## src/rtl/nco_pkg.sv

```systemverilog
// nco_pkg: shared encodings for the multi-voice NCO.
//   cfg_sel_e : config bus selector values (freq, phase offset, phase reset)
//   state_e   : scan FSM states
package nco_pkg;

    typedef enum logic [1:0] {
        CFG_FREQ = 2'b00,
        CFG_OFFS = 2'b01,
        CFG_PRST = 2'b10,
        CFG_RSVD = 2'b11
    } cfg_sel_e;

    typedef enum logic {
        ST_IDLE = 1'b0,
        ST_SCAN = 1'b1
    } state_e;

endpackage

```

## src/rtl/nco_multi.sv

```systemverilog
// nco_multi: time-multiplexed multi-voice NCO. NV phase accumulators share a
// single adder; each sample strobe scans voices 0..NV-1, one voice per clock,
// and emits the updated phase, voice index and accumulator carry.
//
// Optional feature: define NCO_PHASE_OFFSET_EN to add per-voice phase offset
// registers (cfg_sel=01) that are added to out_phs only (acc is unaffected).
//
// Ports:
//   clk       in   1    system clock, posedge
//   reset     in   1    synchronous active-high reset
//   ena       in   1    sample strobe, starts one scan
//   cfg_we    in   1    config write strobe
//   cfg_sel   in   2    00 freq, 01 offset, 10 phase reset, 11 ignored
//   cfg_addr  in   VW   target voice
//   cfg_data  in   DSZ  write data
//   busy      out  1    scan in progress
//   out_valid out  1    out_* valid this cycle
//   out_voice out  VW   voice index of out_phs
//   out_phs   out  DSZ  updated phase (plus offset when enabled)
//   out_wrap  out  1    accumulator carry-out of this update
//   overrun   out  1    pulse: ena arrived while busy
module nco_multi
    import nco_pkg::*;
#(
    parameter  int DSZ = 24,
    parameter  int NV  = 8,
    localparam int VW  = $clog2(NV)
) (
    input  logic           clk,
    input  logic           reset,
    input  logic           ena,
    input  logic           cfg_we,
    input  logic [1:0]     cfg_sel,
    input  logic [VW-1:0]  cfg_addr,
    input  logic [DSZ-1:0] cfg_data,
    output logic           busy,
    output logic           out_valid,
    output logic [VW-1:0]  out_voice,
    output logic [DSZ-1:0] out_phs,
    output logic           out_wrap,
    output logic           overrun
);

    localparam logic [VW-1:0] LAST   = VW'(NV - 1);
    localparam logic [VW:0]   NV_EXT = (VW + 1)'(NV);

    state_e          state, state_nxt;
    logic [VW-1:0]   idx;
    logic [DSZ-1:0]  acc  [NV];
    logic [DSZ-1:0]  freq [NV];
    logic            scanning;
    logic            addr_ok;
    logic            wr_freq, wr_prst, slot_prst;
    logic [DSZ:0]    sum;
    logic [DSZ-1:0]  phs_base, phs_new;

    assign scanning  = (state == ST_SCAN);
    assign addr_ok   = ({1'b0, cfg_addr} < NV_EXT);
    assign wr_freq   = cfg_we && addr_ok && (cfg_sel == CFG_FREQ);
    assign wr_prst   = cfg_we && addr_ok && (cfg_sel == CFG_PRST);
    // A phase reset landing on the voice being updated overrides the add.
    assign slot_prst = scanning && wr_prst && (cfg_addr == idx);
    assign sum       = {1'b0, acc[idx]} + {1'b0, freq[idx]};
    assign phs_base  = slot_prst ? '0 : sum[DSZ-1:0];

`ifdef NCO_PHASE_OFFSET_EN
    logic [DSZ-1:0] offset [NV];
    logic           wr_offs;
    assign wr_offs = cfg_we && addr_ok && (cfg_sel == CFG_OFFS);
    assign phs_new = phs_base + offset[idx];

    always_ff @(posedge clk) begin
        if (reset) begin
            for (int unsigned i = 0; i < NV; i++) offset[VW'(i)] <= '0;
        end else if (wr_offs) begin
            offset[cfg_addr] <= cfg_data;
        end
    end
`else
    assign phs_new = phs_base;
`endif

    always_comb begin
        state_nxt = state;
        busy      = (state == ST_SCAN);
        case (state)
            ST_IDLE: if (ena) state_nxt = ST_SCAN;
            ST_SCAN: if (idx == LAST) state_nxt = ST_IDLE;
            default: state_nxt = ST_IDLE;
        endcase
    end

    always_ff @(posedge clk) begin
        if (reset) begin
            state <= ST_IDLE;
            idx   <= '0;
        end else begin
            state <= state_nxt;
            idx   <= (scanning && idx != LAST) ? idx + 1'b1 : '0;
        end
    end

    always_ff @(posedge clk) begin
        if (reset) begin
            for (int unsigned i = 0; i < NV; i++) begin
                acc[VW'(i)]  <= '0;
                freq[VW'(i)] <= '0;
            end
            out_valid <= 1'b0;
            out_voice <= '0;
            out_phs   <= '0;
            out_wrap  <= 1'b0;
            overrun   <= 1'b0;
        end else begin
            out_valid <= scanning;
            overrun   <= ena && scanning;
            // freq is read combinationally above, so a same-slot write
            // only affects the voice's next update.
            if (wr_freq) freq[cfg_addr] <= cfg_data;
            if (wr_prst) acc[cfg_addr] <= '0;
            // Scan write comes last; for the same voice it also writes 0
            // when a phase reset coincides, so the order is consistent.
            if (scanning) begin
                acc[idx]  <= phs_base;
                out_voice <= idx;
                out_phs   <= phs_new;
                out_wrap  <= sum[DSZ] & ~slot_prst;
            end
        end
    end

endmodule
```

## config.mk

```make
export PLATFORM = sky130hd
export DESIGN_NAME = nco_multi
export DESIGN_NICKNAME = d
export VERILOG_FILES = /design/src/rtl/nco_pkg.sv /design/src/rtl/nco_multi.sv
export SDC_FILE = /design/constraint.sdc
export NUM_CORES = 1
export LEC_CHECK = 0
export CORE_ASPECT_RATIO = 1.75
export CORE_MARGIN = 4
export CORE_UTILIZATION = 31
export CTS_CLUSTER_DIAMETER = 30
export DETAILED_ROUTE_END_ITERATION = 8
export PLACE_DENSITY = 0.54
export SLEW_MARGIN = 10
export SYNTH_ARGS = -nofsm -noshare
export SYNTH_HDL_FRONTEND = slang
export SYNTH_SLANG_ARGS = --single-unit
```

## constraint.sdc

```tcl
create_clock -name clk -period 10.7 [get_ports clk]
set_input_delay 2.14 -clock clk [delete_from_list [all_inputs] [get_ports clk]]
set_output_delay 2.14 -clock clk [all_outputs]
set_load 0.05 [all_outputs]
```

---- Yosys cells after proc, flatten, opt, wreduce, memory -nomap -nowiden ----
Memory sizes are Yosys's and may differ from the RTL's. A register that Yosys moved wholly into a read port is not among the register bits.
Index checks and enable logic that the tools add are counted.
Widths: inputs -> output; s select.
word-level totals
  register bits ........................... 34
  bits in writable memories ............... 384
  word-level logic and storage cells ...... 56
  memories ................................ 2
memory list
  memory  words  bits a word  read ports  clocked after memory_dff  write ports  RTL line         source
  acc     8      24           1           1                         8            nco_multi.sv:49  logic [DSZ-1:0] acc [NV];
  freq    8      24           1           1                         8            nco_multi.sv:50  logic [DSZ-1:0] freq [NV];
cells by class
  add/sub/neg operators ................... 2
  equal/unequal tests ..................... 4
  mux-type cells .......................... 26
  bitwise logic cells ..................... 4
  reductions and logical operators ........ 11
operators with widths
  kind                 number
  $mux 24              4
  $reduce_or 24->1     3
  $add 24x24->25       1
  $mux 1               16
  $mux 3               5
  $logic_and 1x1->1    6
  $add 3x1->3 const B  1
  $eq 3x3->1           1
  $eq 3x3->1 const B   1
  $ne 3x3->1 const B   1
  $not 1->1            3
  $eq 2x2->1 const B   1
  $logic_not 2->1      1
  $pmux 1 s2           1
  $reduce_or 2->1      1
  $and 1x1->1          1

---- Longest topological paths before layout ----
  word-level depth ........................ 7
  depth in mapped cells ................... 17
  mapped depth without buffers ............ 12

---- Least setup slack after synthesis ----
No wires, ideal clock.
  kind .................................... input to register
  start ................................... input port cfg_sel[1]
  end ..................................... memory acc[4][0] (enable)
  setup time .............................. 0.442 ns
  arrival ................................. 4.398 ns
  required time ........................... 10.258 ns
  setup slack ............................. 5.861 ns
  stages on the path ...................... 4
  path buffers ............................ 0
  path through ............................ nor2b_1 and4_1 inv_1 o31ai_1
RTL lines
  item             RTL line         source
  start, declared  nco_multi.sv:33  input logic [1:0] cfg_sel,
  end, declared    nco_multi.sv:49

==> flow_metrics.tcl <==
set metrics [dict create \
    peakVddDrop_mv 0.129 \
    path_class "reg2reg" \
    ys.flop_type "edfxtp_1" \
    fin_crit_ns 5.27 \
    crit_chain "nor2b_1 -> nor2b_4 -> buf_4 -> a22oi_1 -> nand4_1 -> ha_1 -> fa_1 -> a211oi_2 -> o21ai_0 -> o21ai_1 -> a211oi_1 -> o21a_1 -> nor3_1" \
    crit_fanout 26 \
    cts.path.max_buffers 3 \
    floorplan.rows 118 \
    yosysSeqAreaShare_pct 65.2 \
    place_ws_ns 5.20 \
    wl_per_cell_um 24.2 \
    min_period_over_period_pct 49.3 \
    start_kind "flip-flop" \
    cp.arrival_ns 5.59 \
    finalClockSkew_ns 0.0211 \
    final_util_pct 37.3 \
    io_buffers 63 \
    tightestPinTransition_ns 1.05 \
    vias_per_cell 5.38 \
    crit_path_end_kind "flip-flop" \
    layout_commonest_cell "edfxtp_1" \
    syn_area_mm2 0.0187 \
    drt_iter0_markers 1163 \
    rrSetupSlack_ns 5.43 \
    leakage_uw 0.00755 \
    vias 12826 \
    drcViolationCount 0 \
    met2_usage_pct 33.6 \
    r2r_start "idx[1]" \
    finalNonFillerCells 2385 \
    slowest_delay_ns 0.79 \
    cp-startpoint "idx[1]" \
    htreeDepth 2 \
    fillCellCount 5663 \
    cp.buffers_inverters 1 \
    antenna_found_initial 1 \
    gp_congestion 0.883 \
    ys_types 62 \
    io_pins 64 \
    routed_wl_um 57800 \
    ys_seq_elements 418 \
    cts_made_buffers 55 \
    slew-limit-headroom_pct 29.4 \
    clk_latency_ns 0.60 \
    tns_ns 0 \
    fin_area_mm2 0.0222 \
    hold_path.class "reg2reg" \
    start_util_pct 31.5 \
    synthesis.nets 1576 \
    hold_viol 0 \
    status "complete, no violations" \
    top_usage_layer "met2" \
    fmax_mhz 190 \
    grt_start_max_net_pins 50 \
    dieArea_mm2 0.0645 \
    cp_top_family "compound AO/OA/AOI/OAI gates" \
    cts.sinks 418 \
    grt_pass1_vias 13527 \
    met3_usage_pct 2.65 \
    cp-endpoint "acc[1][18]" \
    track_usage_pct 17.5 \
    clk_pin_slew_ns 0.06 \
    die_y_um 333 \
    hpwl_um 35000 \
    cpMaxStageDelayCell "nor2b_4" \
    synth_area_per_cell_um2 12.3 \
    ctsResizeCount 0 \
    ant_nets 0 \
    powerDensity_mw_per_mm2 192 \
    maxCapViolations 0 \
    drv_slew 0 \
    synth_warnings 0 \
    async_reset_ff_share_pct 0 \
    synthToLayoutAreaGrowth_pct 18.5 \
    numPlacedInstances 2282 \
    worstReg2RegEnd "acc[1][18]" \
    mostFrequentLayoutCells "edfxtp_1, and2_1, a22oi_1" \
    fin_ws_ns 5.43 \
    num_antenna_cells 0 \
    ctsHoldBuffers 0 \
    setup_viol 0 \
    grt_setup_unrepaired "no" \
    final_layout_size_suffix_gt1_share_pct 11.1 \
    root_buffer "clkbuf_16" \
    worstPathRequired_ns 11.02 \
    fp.coreArea_mm2 0.0595 \
    synth_enable_flop_cells 384 \
    grt_overflow_total 0 \
    cts_tree "done" \
    met1_usage_pct 19.0 \
    final_nets 1619 \
    cp.depth 13 \
    post-cts-setup-buffers 0 \
    die_w_um 194 \
    grt_pass1_wl_um 86400 \
    rr_worst_depth 13 \
    dpl-instance-area_mm2 0.0203 \
    hp-start "out_phs[8]" \
    netlist_instances 1516 \
    firstDrtPassIters 5 \
]
-- worst min-delay path: stages (launching register included) --
cell and delay [ns]:
dfxtp_1 0.30, nand2_1 0.05, nand2_1 0.04
-- cell type report --
cell class	instances	area, um^2	share of cell area (%)
Timing Repair Buffer	95	871	3.93
Sequential cell	418	12200	55.0
Clock buffer	63	1420	6.38
Tap cell	780	976	4.40
Inverter	10	37.5	0.169
Clock inverter	40	465	2.10
Multi-Input combinational cell	979	6210	28.0
-- metrics by stage --
step / hold WS (ns) / total power, uW
after CTS: 0.442 / 4290
after floorplan: 0.557 / 2250
after global routing: 0.462 / 4400
after detailed placement: 0.433 / 2450
after global placement: 0.431 / 2440
final: 0.438 / 4270
-- registers in the layout, indices dropped and copies added (netlist names), 3 cells and up --
signal	cells
out_phs	24
idx	3
acc	192
freq	192
out_voice	3
-- cells in the mapped netlist, types with 4 or more instances --
cell type  count  area share (%)
inv_1         10            0.20
and2_1       200             6.7
o31ai_1        6            0.24
a21oi_1       29            0.78
or3_1          6            0.20
ha_1          26             1.7
o21a_1         5            0.20
nor2b_1        8            0.27
a31oi_1       12            0.40
or2_2          5            0.17
nand2_1       75             1.5
dfxtp_1       34             3.6
o211ai_1      12            0.48
nor3_1        57             1.5
nand4_1       55             1.8
mux2i_1        4            0.21
a22oi_1      192             7.7
buf_2          8            0.21
nor2_1       161             3.2
o21ai_0       29            0.78
clkbuf_1      93             1.9
nand2b_1       5            0.17
edfxtp_1     384              62
xnor2_1        6            0.28
nand3_1        9            0.24
and3_1        11            0.37
buf_1          7            0.14
a21o_1         9            0.36
o21ai_1        5            0.13
and4_1         4            0.19
-- layer usage --
| metal | vias up | wire length (um) |
|---|---|---|
| met5 | - | 8 |
| li1 | 5834 | - |
| met2 | 454 | 31400 |
| met3 | 131 | 3180 |
| met1 | 6405 | 21000 |
| met4 | 2 | 2130 |
-- kinds of logic (layout without fill, tap and decap cells) --
logic type	after synthesis	in the layout	share of synthesized area [%]
simple gates	607	607	17.0
xor+xnor	9	9	0.421
flops	418	418	65.2
fa+ha+maj	27	27	1.84
mux	4	4	0.214
compound gates	332	332	12.9
buf+inv	119	208	2.46
-- power by group --
part           leakage (uW)  internal, uW  switching, uW  total, uW
registers           0.00409          1870           34.0       1910
logic               0.00256           146            362        507
clock network      0.000893          1100            754       1850
total               0.00755          3120           1150       4270
-- how the worst min path moves through the flow --
| stage | end | slack, ns | cells after the start |
|---|---|---|---|
| final | out_phs[8] | 0.44 | 2 |
| after floorplan | idx[0] | 0.56 | 2 |
| after CTS | out_phs[1] | 0.44 | 2 |
| after global placement | out_phs[4] | 0.43 | 2 |
| after detailed placement | out_phs[1] | 0.43 | 2 |
| after global routing | out_phs[1] | 0.46 | 2 |
No activity file was read; power rests on OpenSTA's default activity.
